### config.mk
export PLATFORM = sky130hd
export DESIGN_NAME = stepper_phase_decoder_flat
export DESIGN_NICKNAME = d
export VERILOG_FILES = /design/src/rtl/stepper_phase_decoder_if.sv /design/src/rtl/stepper_phase_decoder.sv /design/src/flat_wrapper.sv
export SDC_FILE = /design/constraint.sdc
export NUM_CORES = 1
export LEC_CHECK = 0
export CAP_MARGIN = 30
export CORE_MARGIN = 2
export CORE_UTILIZATION = 25
export CTS_CLUSTER_DIAMETER = 120
export DETAILED_ROUTE_END_ITERATION = 6
export GPL_TIMING_DRIVEN = 0
export PLACE_DENSITY_LB_ADDON = 0.2
export SLEW_MARGIN = 20
export SYNTH_ARGS = -nofsm -noshare
export SYNTH_HDL_FRONTEND = slang
export SYNTH_SLANG_ARGS = --single-unit
### constraint.sdc
create_clock -name clk -period 11.1 [get_ports clk]
set_input_delay 1.665 -clock clk [delete_from_list [all_inputs] [get_ports clk]]
set_output_delay 1.665 -clock clk [all_outputs]
set_load 0.02 [all_outputs]
### src/rtl/stepper_phase_decoder_if.sv
// stepper_phase_decoder_if: coil lines and clear toward the decoder, decoded motion back out.
interface stepper_phase_decoder_if #(
  parameter int POS_W    = 16,
  parameter int PERIOD_W = 20
);
  logic                in1;
  logic                in2;
  logic                in3;
  logic                in4;
  logic                clr;
  logic                step_pulse;
  logic                dir;
  logic [POS_W-1:0]    position;
  logic [1:0]          phase;
  logic                energized;
  logic                moving;
  logic                fault;
  logic [7:0]          skip_cnt;
  logic [PERIOD_W-1:0] period;
  logic                period_valid;
  modport master (
    output in1, in2, in3, in4, clr,
    input  step_pulse, dir, position, phase, energized, moving, fault, skip_cnt, period, period_valid
  );
  modport slave (
    input  in1, in2, in3, in4, clr,
    output step_pulse, dir, position, phase, energized, moving, fault, skip_cnt, period, period_valid
  );
endinterface

### src/rtl/stepper_phase_decoder.sv
// stepper_phase_decoder: rebuilds step/dir/position from wave-drive coil lines.
// Optional step-period measurement enabled by STEPPER_DECODER_PERIOD_EN.
module stepper_phase_decoder #(
  parameter int FILTER_CYCLES = 4,
  parameter int POS_W         = 16,
  parameter int IDLE_CYCLES   = 270000,
  parameter int PERIOD_W      = 20
) (
  input logic clk,
  input logic rst,
  stepper_phase_decoder_if.slave bus
);
  localparam int CW = $clog2(FILTER_CYCLES + 2);
  localparam logic [CW-1:0] FC = CW'(FILTER_CYCLES);
  localparam int IW = $clog2(IDLE_CYCLES + 1);
  localparam logic [IW-1:0] IC = IW'(IDLE_CYCLES);
  typedef enum logic [1:0] {S_OFF, S_TRACK, S_FAULT} state_t;
  state_t st_q, st_d;
  logic [3:0] s1_q, s2_q, last_q;
  logic [CW-1:0] cnt_q, cnt_d;
  logic acc, zero, multi;
  logic [1:0] q, phase_q, phase_d;
  logic step_q, step_d, dir_q, dir_d, en_q, en_d, fault_q, fault_d, moving_q, moving_d;
  logic [POS_W-1:0] pos_q, pos_d;
  logic [7:0] skip_q, skip_d;
  logic [IW-1:0] idle_q, idle_d;
  always_ff @(posedge clk or posedge rst)
    if (rst) begin
      s1_q   <= '0;
      s2_q   <= '0;
      last_q <= '0;
      cnt_q  <= '0;
    end else begin
      s1_q   <= {bus.in4, bus.in3, bus.in2, bus.in1};
      s2_q   <= s1_q;
      last_q <= s2_q;
      cnt_q  <= cnt_d;
    end
  // counter saturates one past FC so a held pattern is accepted exactly once
  always_comb begin
    cnt_d = (s2_q != last_q) ? CW'(1) : (cnt_q == FC + CW'(1)) ? cnt_q : cnt_q + CW'(1);
    acc   = cnt_q == FC;
    zero  = last_q == 4'b0000;
    multi = !zero && !$onehot(last_q);
    q     = last_q[1] ? 2'd1 : last_q[2] ? 2'd2 : last_q[3] ? 2'd3 : 2'd0;
  end
  always_ff @(posedge clk or posedge rst)
    if (rst) st_q <= S_OFF;
    else     st_q <= st_d;
  always_comb
    st_d = bus.clr ? S_OFF : !acc ? st_q : (st_q == S_FAULT || multi) ? S_FAULT : zero ? S_OFF : S_TRACK;
  always_comb begin
    step_d  = 1'b0;
    dir_d   = dir_q;
    pos_d   = pos_q;
    phase_d = phase_q;
    en_d    = en_q;
    fault_d = fault_q;
    skip_d  = skip_q;
    if (bus.clr) begin
      pos_d   = '0;
      skip_d  = '0;
      fault_d = 1'b0;
      en_d    = 1'b0;
    end else if (acc && st_q != S_FAULT) begin
      if (multi) begin
        fault_d = 1'b1;
        en_d    = 1'b0;
      end else if (zero) begin
        en_d = 1'b0;
      end else if (st_q == S_OFF) begin
        phase_d = q;
        en_d    = 1'b1;
      end else if (q == phase_q + 2'd1) begin
        step_d  = 1'b1;
        dir_d   = 1'b1;
        pos_d   = pos_q + POS_W'(1);
        phase_d = q;
      end else if (q == phase_q - 2'd1) begin
        step_d  = 1'b1;
        dir_d   = 1'b0;
        pos_d   = pos_q - POS_W'(1);
        phase_d = q;
      end else if (q == phase_q + 2'd2) begin
        skip_d  = (skip_q == 8'hFF) ? skip_q : skip_q + 8'd1;
        phase_d = q;
      end
    end
    idle_d   = step_d ? '0 : (idle_q == IC) ? idle_q : idle_q + IW'(1);
    moving_d = step_d | (moving_q & (idle_d != IC));
  end
  always_ff @(posedge clk or posedge rst)
    if (rst) begin
      step_q   <= 1'b0;
      dir_q    <= 1'b0;
      pos_q    <= '0;
      phase_q  <= '0;
      en_q     <= 1'b0;
      fault_q  <= 1'b0;
      skip_q   <= '0;
      idle_q   <= '0;
      moving_q <= 1'b0;
    end else begin
      step_q   <= step_d;
      dir_q    <= dir_d;
      pos_q    <= pos_d;
      phase_q  <= phase_d;
      en_q     <= en_d;
      fault_q  <= fault_d;
      skip_q   <= skip_d;
      idle_q   <= idle_d;
      moving_q <= moving_d;
    end
  assign bus.step_pulse = step_q;
  assign bus.dir        = dir_q;
  assign bus.position   = pos_q;
  assign bus.phase      = phase_q;
  assign bus.energized  = en_q;
  assign bus.fault      = fault_q;
  assign bus.skip_cnt   = skip_q;
  assign bus.moving     = moving_q;
`ifdef STEPPER_DECODER_PERIOD_EN
  logic [PERIOD_W-1:0] pcnt_q, pcnt_d, pinc, per_q, per_d;
  logic arm_q, arm_d, pv_q, pv_d;
  // latch the incremented count so spacing of N clocks reads back as N
  always_comb begin
    pinc   = &pcnt_q ? pcnt_q : pcnt_q + PERIOD_W'(1);
    pcnt_d = step_d ? '0 : pinc;
    per_d  = bus.clr ? '0 : step_d ? pinc : per_q;
    arm_d  = (bus.clr || st_q == S_OFF) ? 1'b0 : step_d ? 1'b1 : arm_q;
    pv_d   = (bus.clr || st_q == S_OFF) ? 1'b0 : step_d ? arm_q : pv_q;
  end
  always_ff @(posedge clk or posedge rst)
    if (rst) begin
      pcnt_q <= '0;
      per_q  <= '0;
      arm_q  <= 1'b0;
      pv_q   <= 1'b0;
    end else begin
      pcnt_q <= pcnt_d;
      per_q  <= per_d;
      arm_q  <= arm_d;
      pv_q   <= pv_d;
    end
  assign bus.period       = per_q;
  assign bus.period_valid = pv_q;
`else
  assign bus.period       = {PERIOD_W{1'b0}};
  assign bus.period_valid = 1'b0;
`endif
endmodule

### src/flat_wrapper.sv
// flat-port wrapper written by rule: the top's interface ports become plain ports
module stepper_phase_decoder_flat 
#(
  parameter int FILTER_CYCLES = 4,
  parameter int POS_W         = 16,
  parameter int IDLE_CYCLES   = 270000,
  parameter int PERIOD_W      = 20
)
  (clk, rst, bus_in1, bus_in2, bus_in3, bus_in4, bus_clr, bus_step_pulse, bus_dir, bus_position, bus_phase, bus_energized, bus_moving, bus_fault, bus_skip_cnt, bus_period, bus_period_valid);
  stepper_phase_decoder_if #(.POS_W(POS_W), .PERIOD_W(PERIOD_W)) bus_i ();
  input logic clk;
  input logic rst;
  input wire logic [$bits(bus_i.in1)-1:0] bus_in1;
  input wire logic [$bits(bus_i.in2)-1:0] bus_in2;
  input wire logic [$bits(bus_i.in3)-1:0] bus_in3;
  input wire logic [$bits(bus_i.in4)-1:0] bus_in4;
  input wire logic [$bits(bus_i.clr)-1:0] bus_clr;
  output wire logic [$bits(bus_i.step_pulse)-1:0] bus_step_pulse;
  output wire logic [$bits(bus_i.dir)-1:0] bus_dir;
  output wire logic [$bits(bus_i.position)-1:0] bus_position;
  output wire logic [$bits(bus_i.phase)-1:0] bus_phase;
  output wire logic [$bits(bus_i.energized)-1:0] bus_energized;
  output wire logic [$bits(bus_i.moving)-1:0] bus_moving;
  output wire logic [$bits(bus_i.fault)-1:0] bus_fault;
  output wire logic [$bits(bus_i.skip_cnt)-1:0] bus_skip_cnt;
  output wire logic [$bits(bus_i.period)-1:0] bus_period;
  output wire logic [$bits(bus_i.period_valid)-1:0] bus_period_valid;
  assign bus_i.in1 = bus_in1;
  assign bus_i.in2 = bus_in2;
  assign bus_i.in3 = bus_in3;
  assign bus_i.in4 = bus_in4;
  assign bus_i.clr = bus_clr;
  assign bus_step_pulse = bus_i.step_pulse;
  assign bus_dir = bus_i.dir;
  assign bus_position = bus_i.position;
  assign bus_phase = bus_i.phase;
  assign bus_energized = bus_i.energized;
  assign bus_moving = bus_i.moving;
  assign bus_fault = bus_i.fault;
  assign bus_skip_cnt = bus_i.skip_cnt;
  assign bus_period = bus_i.period;
  assign bus_period_valid = bus_i.period_valid;
  stepper_phase_decoder #(.FILTER_CYCLES(FILTER_CYCLES), .POS_W(POS_W), .IDLE_CYCLES(IDLE_CYCLES), .PERIOD_W(PERIOD_W)) u_core (.clk(clk), .rst(rst), .bus(bus_i));
endmodule
Yosys cells after proc, flatten, opt, wreduce, memory -nomap -nowiden
Cells that the tools add are included.
- $mul: 0
- shift operators: 0
- $add $sub $neg: 11
- divide/modulo/power cells: 0
- reductions and logical operators: 21
- equality and inequality tests: 19
- muxes and demuxes: 48
- order comparisons: 0
- bitwise logic cells: 6
- operators by type and width (cell ; number):
    two-way mux 16 bit ; 7
    two-way mux 8 bit ; 9
    two-way mux 19 bit ; 2
    two-way mux 2 bit ; 10
    adder 19 x 1 -> 19 bit, second input constant ; 1
    equality test 19 bit, second input constant ; 1
    inequality test 19 bit, second input constant ; 1
    two-way mux 1 bit ; 18
    adder 16 x 1 -> 16 bit, second input constant ; 1
    subtractor 16 x 1 -> 16 bit, second input constant ; 1
    inequality test 2 bit, second input constant ; 7
    AND reduction 5 bit ; 2
    nonzero test 2 bit ; 5
    adder 8 x 1 -> 8 bit, second input constant ; 1
    equality test 8 bit, second input constant ; 1
    AND reduction 8 bit ; 1
    nonzero test 4 bit ; 2
    equality test 2 bit ; 3
    equality test 3 bit, second input constant ; 2
    two-way mux 3 bit ; 2
    AND reduction 6 bit ; 1
    adder 1 x 1 -> 2 bit ; 2
    zero test 4 bit ; 1
    inequality test 4 bit ; 1
    17 further kinds ; 23
- memories: 0
- bits in registers: 67
- bits in latches: 0
- output and inout port bits: 52
- RAM bits: 0
- bits of input ports: 7
- ROM bits: 0

Depth between registers and ports, before layout
- word-level depth: 15
- gate-level depth with buffers: 14
- mapped depth without buffers: 14

Worst setup path before layout
Ideal clock, no wire load.
- path type: reg-to-reg
- start point: register u_core.last_q[2]
- end point: register u_core.pos_q[15] (netlist: u_core.bus.position[15])
- arrival: 3538 ps
- period minus slack after synthesis: 3666 ps
- slack: 7434 ps
- stages on the path, launching flop included: 15
- path buffers: 0
- data required time: 10973 ps
- cell sequence: dfrtp_1 inv_1 ha_1 xor2_1 o31a_1 a31oi_1 inv_1 ha_1 nand3_1 o22ai_1 o211ai_1 o21ai_1 a21oi_1 a311o_2 mux2_1
- word-level cells in the longest chain between the ends: 9
- elaborated cells between the ends (all ways): 21
- ends and longest elaborated chain (item ; RTL line ; RTL):
    start: declaration ; stepper_phase_decoder.sv:19 ; logic [3:0] s1_q, s2_q, last_q;
    start signal: assignment ; stepper_phase_decoder.sv:36 ; last_q <= s2_q;
    parallel branches: the longest is 9 deep, another holds adder 3 bit ; - ;
    end signal: assignment ; stepper_phase_decoder.sv:106 ; pos_q <= pos_d;
    end: declaration ; stepper_phase_decoder.sv:24 ; logic [POS_W-1:0] pos_q, pos_d;
Parallel ways; which one is timed is not known. The select of a mux whose other input is x is not followed.
A chain may end at the register's enable or synchronous reset.

Final worst setup path
Same ends and word-level chain as after synthesis.

==> results.yml <==
worst_setup_path:
  cp-end-kind: "flop"
  path_max_fanout: 15
  cp.arrival_ns: 4.70
  crit_required_ns: 11.32
  crit_path_start_kind: "flop"
  criticalPathCategory: "reg -> reg"
clocking:
  cts_max_path_buffers: 2
  tritoncts: "built"
  cts_resized: 0
  clkSinkCount: 67
  cts_root_buf: "clkbuf_16"
  cts_setup_buffers: 0
  clkTransAtPathRegs_ns: 0.06
  clk_latency_ns: 0.34
  holdBufCountCts: 0
  cts_made_buffers: 9
  htreeDepth: 3
detailed_routing:
  wirelength_um: 9530
  wl_per_cell_um: 13.1
  firstDrtPassIters: 4
  via_per_inst: 4.49
  num_vias: 3272
  postRouteAntennaNets: 0
  drt_first_iter_violations: 203
  drc: 0
flow_run:
  maxCapViolCount: 0
status:
  outcome: "finished clean"
logic_synthesis:
  ys_top_cells_by_count: "67 x dfrtp_1, 49 x nor2_1, 37 x nand2_1, 27 x ha_1"
  synth_edf_count: 0
  synth_cell_types: 58
  seq_area_frac_synth: 0.407
  ys_seq_elements: 67
  yosysTopAreaCell: "dfrtp_1"
  syn_avg_cell_area_um2: 9.39
  synth_warnings: 0
  ys_top_cells_by_area: "dfrtp_1 41%, ha_1 8.2%, nor2_1 4.5%"
  synth_area_mm2: 0.00412
  synthCells: 439
  synthArstFlopShare: 1.00
  yosysTopAreaCellShare: 0.407
  ys.flop_type: "dfrtp_1"
  synth_most_common_cell: "dfrtp_1"
sta:
  fin_crit_ns: 4.48
  fin_setup_tns_ns: 0
  hold-worst-slack_ns: 0.349
  slew_headroom: 0.547
  setup_viol: 0
  timing.final.max_slew_violations: 0
  setup_slack_ns: 6.62
  period_share: 0.404
  clock_skew_ns: 0.00846
  fmax_mhz: 223
  final-hold-violation-count: 0
  worst_pin_slew_ns: 0.677
  rsz0062_at_grt: "false"
placed_design:
  gp_congestion: 0.834
  place_inst: 713
  place.detailed.hpwl_um: 7020
  port_buffers: 37
  post-place-ws_ns: 6.62
pwr:
  peakVddDrop_mv: 0.0771
  leakagePower_nw: 2.25
  p_per_area_mw_per_mm2: 138
  fin_total_pwr_uw: 711
floorplan:
  io_pins: 59
  fp.dieArea_mm2: 0.0175
  num_rows: 46
  fp.dieW_um: 132
  die_h_um: 132
  core-area_mm2: 0.0160
  initial_core_util: 0.258
global_route:
  grt_max_degree: 49
  antenna_found_initial: 0
  grt_pass1_vias: 3239
  grt_pass1_wl_um: 16400
  track_usage: 0.117
  grt_overflow: 0
cells_and_area:
  drive_gt1_frac: 0.101
  fill_cells: 1678
  final_nets: 544
  synthToLayoutAreaGrowth_pct: 25.3
  stdcell_count: 729
  n_antenna_cell: 0
min_path:
  min_path_type: "reg -> reg"
per-stage QoR:
stage	utilization	area (um^2)
6_report	0.323	5160
5_1_grt	0.323	5160
4_1_cts	0.323	5160
3_5_place_dp	0.304	4870
3_3_place_gp	0.302	4840
2_1_floorplan	-	4200
cell families (layout without fill, tap and decap cells):
logic type / Yosys count / count (layout) / share of synthesized area
adder cells (fa/ha/maj): 29 / 29 / 0.0917
multiplexers: 4 / 4 / 0.0100
AND/OR/NAND/NOR: 179 / 179 / 0.232
buffers and inverters: 48 / 102 / 0.0637
AO/OA/AOI/OAI: 72 / 72 / 0.112
other: 1 / 21 / 0.000910
XOR/XNOR: 39 / 39 / 0.0829
flip-flops: 67 / 67 / 0.407
worst max-delay path, stage by stage (launching register included):
cell	delay, ns
dfrtp_1	0.39
inv_1	0.09
ha_1	0.27
xor2_1	0.19
o31a_1	0.26
a31oi_1	0.44
inv_1	0.46
ha_1	0.50
nand3_1	0.10
o22ai_1	0.30
o211ai_1	0.21
o21ai_1	0.39
a21oi_1	0.12
a311o_2	0.33
mux2_1	0.31
final timing paths:
check                           depth (start not counted)        startpoint  slack, ns                      end
worst max-delay path                                   14  u_core.last_q[2]       6.62  u_core.bus.position[15]
worst min-delay path                                    0    u_core.s1_q[1]       0.35           u_core.s2_q[1]
worst max register to register                         14  u_core.last_q[2]       6.62  u_core.bus.position[15]
worst min register to register                          0    u_core.s1_q[1]       0.35           u_core.s2_q[1]
max in group asynchronous                               3               rst       8.94   u_core.bus.position[3]
min in group asynchronous                               2               rst       1.63           u_core.s1_q[0]
power breakdown:
group	internal, mW	switching, mW	total [mW]
clock network	0.174	0.113	0.287
registers	0.268	0.0358	0.304
logic	0.0530	0.0673	0.120
flip-flops by register name, summed over array words and instances, names as in the netlist, 2 cells and up:
name,cells
u_core.last_q,4
u_core.bus.skip_cnt,8
u_core.bus.phase,2
u_core.idle_q,19
u_core.s1_q,4
u_core.cnt_q,3
u_core.s2_q,4
u_core.bus.position,16
u_core.st_q,2
placed cells by master (no fill, tap or decap), types with 6 or more instances in the layout:
| master | Yosys | routed |
|---|---|---|
| a21oi_1 | 19 | 19 |
| a31oi_1 | 7 | 7 |
| and3_1 | 7 | 7 |
| buf_4 | 21 | 21 |
| clkbuf_1 | 9 | 10 |
| clkbuf_16 | 0 | 9 |
| clkdlybuf4s50_1 | 0 | 37 |
| conb_1 | 1 | 21 |
| dfrtp_1 | 67 | 67 |
| ha_1 | 27 | 27 |
| inv_1 | 15 | 14 |
| nand2_1 | 37 | 37 |
| nand2b_1 | 8 | 8 |
| nand3_1 | 14 | 14 |
| nand4_1 | 6 | 6 |
| nor2_1 | 49 | 49 |
| nor2b_1 | 7 | 7 |
| nor3_1 | 11 | 11 |
| o21ai_0 | 14 | 14 |
| xnor2_1 | 18 | 18 |
| xor2_1 | 21 | 21 |
metal layers:
layer,part of all wire,vias up,global-route usage,wire length [um]
li1,-,1637,-,-
met1,0.48,1555,0.151,4570
met2,0.46,66,0.182,4350
met3,0.045,14,0.0360,433
met4,0.018,0,0.0442,173
met5,0,-,0,0
cell type report:
| class | count | area [um^2] | share of cell area |
|---|---|---|---|
| clock inverter | 6 | 66.3 | 0.0128 |
| inverter | 15 | 58.8 | 0.0114 |
| clock buffer | 10 | 229 | 0.0443 |
| multi-input combinational | 344 | 2260 | 0.437 |
| timing repair buffer | 38 | 398 | 0.0771 |
| buffer | 33 | 206 | 0.0400 |
| sequential | 67 | 1680 | 0.325 |
| tap | 216 | 270 | 0.0523 |
Power figures use the tool's default switching activity.
